**config.mk**
```make
export PLATFORM = sky130hd
export DESIGN_NAME = alu_dispatch
export DESIGN_NICKNAME = d
export VERILOG_FILES = /design/src/rtl/alu_dispatch.sv
export SDC_FILE = /design/constraint.sdc
export NUM_CORES = 1
export LEC_CHECK = 0
export BUFFER_PORTS_ARGS = -buffer_cell sky130_fd_sc_hd__buf_2
export CELL_PAD_IN_SITES_DETAIL_PLACEMENT = 0
export CELL_PAD_IN_SITES_GLOBAL_PLACEMENT = 2
export CORE_MARGIN = 3
export CORE_UTILIZATION = 30
export CTS_CLUSTER_DIAMETER = 30
export DETAILED_ROUTE_END_ITERATION = 8
export GPL_ROUTABILITY_DRIVEN = 0
export PLACE_DENSITY = 0.84
export RECOVER_POWER = 25
export SLEW_MARGIN = 0
export SYNTH_ARGS = -nofsm -noshare
export SYNTH_HDL_FRONTEND = slang
export SYNTH_SLANG_ARGS = --single-unit
```
**constraint.sdc**
```tcl
create_clock -name clk -period 5.34 [get_ports clk]
set_input_delay 1.335 -clock clk [delete_from_list [all_inputs] [get_ports clk]]
set_output_delay 1.335 -clock clk [all_outputs]
set_load 0.02 [all_outputs]
```
**src/rtl/alu_dispatch.sv**
```systemverilog
// RV32I issue stage: decodes OP/OP-IMM/LUI/AUIPC into an ALU function code and
// operand pair, delivered through a 2-entry elastic buffer with registered ready.
module alu_dispatch #(
    parameter int DataWidth = 32,
    parameter int FuncWidth = 4
) (
    input  logic                 clk,
    input  logic                 rst,
    input  logic                 in_valid,
    output logic                 in_ready,
    input  logic [31:0]          instr,
    input  logic [DataWidth-1:0] pc,
    input  logic [DataWidth-1:0] rs1_data,
    input  logic [DataWidth-1:0] rs2_data,
    output logic                 out_valid,
    input  logic                 out_ready,
    output logic [FuncWidth-1:0] func,
    output logic [DataWidth-1:0] op1,
    output logic [DataWidth-1:0] op2,
    output logic [4:0]           rd,
    output logic                 illegal
);

    localparam logic [FuncWidth-1:0] F_ZERO = FuncWidth'(0);
    localparam logic [FuncWidth-1:0] F_ADD  = FuncWidth'(1);
    localparam logic [FuncWidth-1:0] F_SUB  = FuncWidth'(2);
    localparam logic [FuncWidth-1:0] F_SLL  = FuncWidth'(3);
    localparam logic [FuncWidth-1:0] F_SLT  = FuncWidth'(4);
    localparam logic [FuncWidth-1:0] F_XOR  = FuncWidth'(5);
    localparam logic [FuncWidth-1:0] F_OR   = FuncWidth'(6);
    localparam logic [FuncWidth-1:0] F_AND  = FuncWidth'(7);
    localparam logic [FuncWidth-1:0] F_SRL  = FuncWidth'(8);
    localparam logic [FuncWidth-1:0] F_SRA  = FuncWidth'(9);
    localparam logic [FuncWidth-1:0] F_SLTU = FuncWidth'(10);

    localparam logic [6:0] OPC_OP    = 7'b0110011;
    localparam logic [6:0] OPC_IMM   = 7'b0010011;
    localparam logic [6:0] OPC_LUI   = 7'b0110111;
    localparam logic [6:0] OPC_AUIPC = 7'b0010111;
    localparam logic [6:0] F7_ZERO   = 7'b0000000;
    localparam logic [6:0] F7_ALT    = 7'b0100000;

    // Base function for a funct3 value; SUB/SRA are selected separately by funct7.
    function automatic logic [FuncWidth-1:0] f3_code(input logic [2:0] f3);
        case (f3)
            3'b000:  f3_code = F_ADD;
            3'b001:  f3_code = F_SLL;
            3'b010:  f3_code = F_SLT;
            3'b011:  f3_code = F_SLTU;
            3'b100:  f3_code = F_XOR;
            3'b101:  f3_code = F_SRL;
            3'b110:  f3_code = F_OR;
            default: f3_code = F_AND;
        endcase
    endfunction

    logic [6:0]           opcode;
    logic [2:0]           f3;
    logic [6:0]           f7;
    logic [DataWidth-1:0] imm_i;
    logic [DataWidth-1:0] imm_u;
    logic [DataWidth-1:0] shamt;

    assign opcode = instr[6:0];
    assign f3     = instr[14:12];
    assign f7     = instr[31:25];
    assign imm_i  = {{(DataWidth-12){instr[31]}}, instr[31:20]};
    assign imm_u  = DataWidth'({instr[31:12], 12'b0});
    assign shamt  = DataWidth'(instr[24:20]);

    logic                 ok;
    logic [FuncWidth-1:0] fn;
    logic [DataWidth-1:0] a;
    logic [DataWidth-1:0] b;

    logic [FuncWidth-1:0] dec_func_p0;
    logic [DataWidth-1:0] dec_op1_p0;
    logic [DataWidth-1:0] dec_op2_p0;
    logic [4:0]           dec_rd_p0;
    logic                 dec_illegal_p0;

    // Stage p0: combinational decode of the incoming instruction.
    always_comb begin
        ok = 1'b0;
        fn = f3_code(f3);
        a  = rs1_data;
        b  = rs2_data;
        case (opcode)
            OPC_OP: begin
                ok = (f7 == F7_ZERO) ||
                     ((f7 == F7_ALT) && ((f3 == 3'b000) || (f3 == 3'b101)));
                if (f7 == F7_ALT) fn = (f3 == 3'b000) ? F_SUB : F_SRA;
            end
            OPC_IMM: begin
                b = imm_i;
                if (f3 == 3'b001) begin
                    ok = (f7 == F7_ZERO);
                    b  = shamt;
                end else if (f3 == 3'b101) begin
                    ok = (f7 == F7_ZERO) || (f7 == F7_ALT);
                    b  = shamt;
                    if (f7 == F7_ALT) fn = F_SRA;
                end else begin
                    ok = 1'b1;
                end
            end
            OPC_LUI: begin
                ok = 1'b1;
                fn = F_ADD;
                a  = '0;
                b  = imm_u;
            end
            OPC_AUIPC: begin
                ok = 1'b1;
                fn = F_ADD;
                a  = pc;
                b  = imm_u;
            end
            default: ok = 1'b0;
        endcase

        dec_func_p0    = F_ZERO;
        dec_op1_p0     = '0;
        dec_op2_p0     = '0;
        dec_rd_p0      = '0;
        dec_illegal_p0 = 1'b1;
        if (ok) begin
            dec_func_p0    = fn;
            dec_op1_p0     = a;
            dec_op2_p0     = b;
            dec_rd_p0      = instr[11:7];
            dec_illegal_p0 = 1'b0;
        end
    end

    logic [1:0] count;
    logic [1:0] count_nxt;
    logic       push;
    logic       pop;
    logic       load_head;
    logic       load_spare;
    logic       shift_up;

    assign out_valid  = (count != 2'd0);
    assign push       = in_valid & in_ready;
    assign pop        = out_valid & out_ready;
    assign load_head  = push & ((count == 2'd0) | pop);
    assign load_spare = push & ~pop & (count == 2'd1);
    assign shift_up   = pop & ~push & (count == 2'd2);

    always_comb begin
        count_nxt = count;
        if (push && !pop)      count_nxt = count + 2'd1;
        else if (pop && !push) count_nxt = count - 2'd1;
    end

    logic [FuncWidth-1:0] spare_func_p1;
    logic [DataWidth-1:0] spare_op1_p1;
    logic [DataWidth-1:0] spare_op2_p1;
    logic [4:0]           spare_rd_p1;
    logic                 spare_illegal_p1;

    // Stage p1: second buffer slot, only ever refilled from the decoder.
    always_ff @(posedge clk) begin
        if (load_spare) begin
            spare_func_p1    <= dec_func_p0;
            spare_op1_p1     <= dec_op1_p0;
            spare_op2_p1     <= dec_op2_p0;
            spare_rd_p1      <= dec_rd_p0;
            spare_illegal_p1 <= dec_illegal_p0;
        end
    end

    // Head slot drives the outputs; ready is registered from the next occupancy.
    always_ff @(posedge clk or negedge rst) begin
        if (!rst) begin
            count    <= 2'd0;
            in_ready <= 1'b1;
            func     <= F_ZERO;
            op1      <= '0;
            op2      <= '0;
            rd       <= '0;
            illegal  <= 1'b0;
        end else begin
            count    <= count_nxt;
            in_ready <= (count_nxt != 2'd2);
            if (load_head) begin
                func    <= dec_func_p0;
                op1     <= dec_op1_p0;
                op2     <= dec_op2_p0;
                rd      <= dec_rd_p0;
                illegal <= dec_illegal_p0;
            end else if (shift_up) begin
                func    <= spare_func_p1;
                op1     <= spare_op1_p1;
                op2     <= spare_op2_p1;
                rd      <= spare_rd_p1;
                illegal <= spare_illegal_p1;
            end
        end
    end

endmodule
```
==> out/summary.md <==
Yosys
• 0.5353 — post-synthesis sequential area ratio
• 9.559 µm² — average size of a mapped cell
• 74 — Post-synth EDFFs
• dfrtp_1 — predominant post-synthesis flop cell
• 0 — total number of yosys warnings
• 0.5099 — ys async rst share
• 946 — net count after synthesis
• 0.007752 mm² — Netlist Area Pre-Place
• 151 — number of register bits inferred by synthesis
• 60 — synth unique cells
• 811 — number of standard cells after synthesis

Floorplanning
• 58 — num rows
• 0.02781 mm² — die area
• 166.8 µm — die width
• 0.02525 mm² — Core Box Area
• 0.3070 — starting density of the core
• 208 — count of boundary I/O pins
• 166.8 µm — chip height

Setup path
• count[0] — startpoint of the lowest-slack register-to-register path
• clkbuf_1 — Critical-path top delay cell
• input pin — type of origin of the critical path
• clkbuf_1 > clkbuf_2 — cell chain of the critical path
• 2 — buffer and inverter count on the worst path
• 1960 ps — delay of the slowest cell on the worst path
• asynchronous set/reset pin — Critical Path End Type
• in -> async — start-to-end type of the worst setup path
• 7 — worst-case reg-to-reg path depth
• 47 — highest net fanout along the worst path
• buffers and inverters — family of cells with the greatest summed delay on the critical path
• 4310 ps — worst endpoint data arrival time
• 5760 ps — data required time at the worst endpoint
• 2440 ps — setup slack of the worst register-to-register path
• op2[19] — reg-to-reg critical path endpoint

Worst hold path
• rd[4] — worst hold start
• 2 — worst hold path depth
• rd[4] — Hold Path End
• reg -> reg — type of the most critical hold path

CTS
• 151 — Sinks on Clock Net
• 4 — depth of the CTS H-tree
• 420 ps — later-pin clock latency in the skew report
• 2 — clk buf depth
• 0 — post-CTS setup buffer count
• 17 — cts bufs inserted
• yes — clock tree from TritonCTS
• 60 ps — post-CTS clock slew at the launch and capture registers of the worst setup and hold paths
• 0 — Post-CTS Resized
• clkbuf_16 — cell chosen for the clock root
• 0 — CTS Hold Bufs

Detailed routing
• 17.71 µm — final routed wire length divided by cell count
• 480 — DRC violation total after the first TritonRoute iteration
• 7 — number of iterations in the first detailed-routing pass
• 4.944 — detail-routed via count per cell
• 0 — DRC violations left
• 23520 µm — Routed WL
• 6566 — routed vias
• 0 — remaining number of nets flagged by the antenna check after routing

Place
• 207 — count of buffers inserted at the top-level ports
• 1177 ps — worst slack at placement
• 1295 — cell total after placement
• 15640 µm — half-perimeter wire length of the detailed placement result

Final layout
• 0.2999 — layout cells sized above 1
• buf_2 — most frequent standard cell in the layout excluding fill and tap cells
• buf_2, nand2_1, o21ai_0, dfrtp_1, edfxtp_1 — commonest non-fill, non-tap cells in the layout
• 0.3802 — Finished Core Util
• 23.85% — Layout Area Growth over Synthesis
• 1119 — Post-layout nets
• 1328 — Finished Layout Cells

Timing
• 0 — final hold violations
• 48 — count of pins over their slew limit
• no — unrepaired setup endpoints after global routing
• 1449 ps — post-layout worst setup margin
• 0 — setup violation total in the final timing report
• 3891 ps — final critical delay including setup and external delays
• -0.8790 — remaining max-slew budget at the tightest pin
• 7.727 ps — final worst clock skew
• 0.2570 GHz — Highest Clock Rate
• 0.7287 — fin crit share
• 0 ps — sum of negative setup slack
• 2819 ps — worst-margin pin slew

Power
• 216.7 µV — peak supply drop
• 459.8 mW/mm² — pwr dens
• 3.682 nW — Static Leakage
• 4.415 mW — total chip power

Status
• max-capacitance violations, max-slew violations — violations in the final reports
• complete, but fails checks — outcome

Global route
• 6465 — number of global-route vias before repair
• 37120 µm — first-pass GRT wire length
• 89 — pin count of the biggest net entering global routing
• 5 — initial antenna violation count
• 0 — leftover overflow at the end of global routing
• 0.1684 — global-route usage over all layers

Job
• 1 — max-cap check violation count

synth_stat cells, types with 8 or more instances:
| library cell | number | area [µm²] |
|---|---|---|
| nand2_1 | 150 | 563.0 |
| o21ai_0 | 128 | 640.6 |
| dfrtp_1 | 76 | 1902 |
| edfxtp_1 | 74 | 2222 |
| nor2_1 | 72 | 270.3 |
| clkbuf_1 | 50 | 187.7 |
| a21oi_1 | 35 | 175.2 |
| nor3b_1 | 29 | 217.7 |
| nor2_2 | 21 | 131.4 |
| o21ai_2 | 20 | 175.2 |
| o221ai_1 | 16 | 140.1 |
| mux2i_1 | 9 | 90.09 |
| nor2b_1 | 9 | 56.30 |
| a31oi_1 | 8 | 50.05 |
| and2_1 | 8 | 50.05 |
| buf_6 | 8 | 90.09 |
| nand4_1 | 8 | 50.05 |
cell type report:
class	instances	area, µm²
inverters	7	26.28
multi-input cells	589	3323
clock buffers	19	442.9
flip-flops and latches	151	4150
well taps	330	412.9
clock inverters	13	122.6
repair buffers	218	1121
diodes	1	2.502
fillers	2649	15650
sequential cells by signal (all words and copies together) (netlist names):
| name | flops |
|---|---|
| in_ready | 1 |
| rd | 5 |
| spare_rd_p1 | 5 |
| op2 | 32 |
| func | 4 |
| spare_illegal_p1 | 1 |
| count | 2 |
| spare_op1_p1 | 32 |
| spare_op2_p1 | 32 |
| illegal | 1 |
| spare_func_p1 | 4 |
| op1 | 32 |
layer usage:
layer  share of wire  track usage  routed length [µm]
met1            0.44       0.2241               10420
met2            0.48       0.2745               11320
met3           0.058      0.04154                1375
met4           0.015      0.04770                 359
met5          0.0021            0                  50
cell families (layout without fill, tap and decap cells):
logic type	after synthesis	in the layout	synth area share
AO/OA/AOI/OAI	250	250	0.2016
buffers and inverters	71	257	0.04277
other	0	1	0
XOR/XNOR	2	2	0.002260
AND/OR/NAND/NOR	323	323	0.1987
multiplexers	11	11	0.01453
adder cells (fa/ha/maj)	3	3	0.004842
flip-flops	151	151	0.5353
how the worst max path moves through the flow:
| stage | startpoint | end | cells past startpoint |
|---|---|---|---|
| 2_1_floorplan | out_ready | spare_func_p1[0] | 3 |
| 3_3_place_gp | instr[3] | op2[16] | 7 |
| 3_5_place_dp | instr[3] | op2[21] | 7 |
| 4_1_cts | instr[3] | op2[21] | 7 |
| 5_1_grt | rst | op2[24] | 2 |
| 6_report | rst | op2[28] | 2 |
power by group:
part | switching [mW] | internal, mW
clock | 0.493 | 0.657
sequential | 0.149 | 1.57
combinational | 1.02 | 0.522
total | 1.66 | 2.75
through the flow:
stage                     hold WS (ps)  area [µm²]
final                            510.9        9602
after global routing             552.0        9599
after CTS                        512.0        9624
after detailed placement         497.6        9059
after global placement           493.0        9059
after floorplan                  534.1        7755
Power figures use the tool's default switching activity.
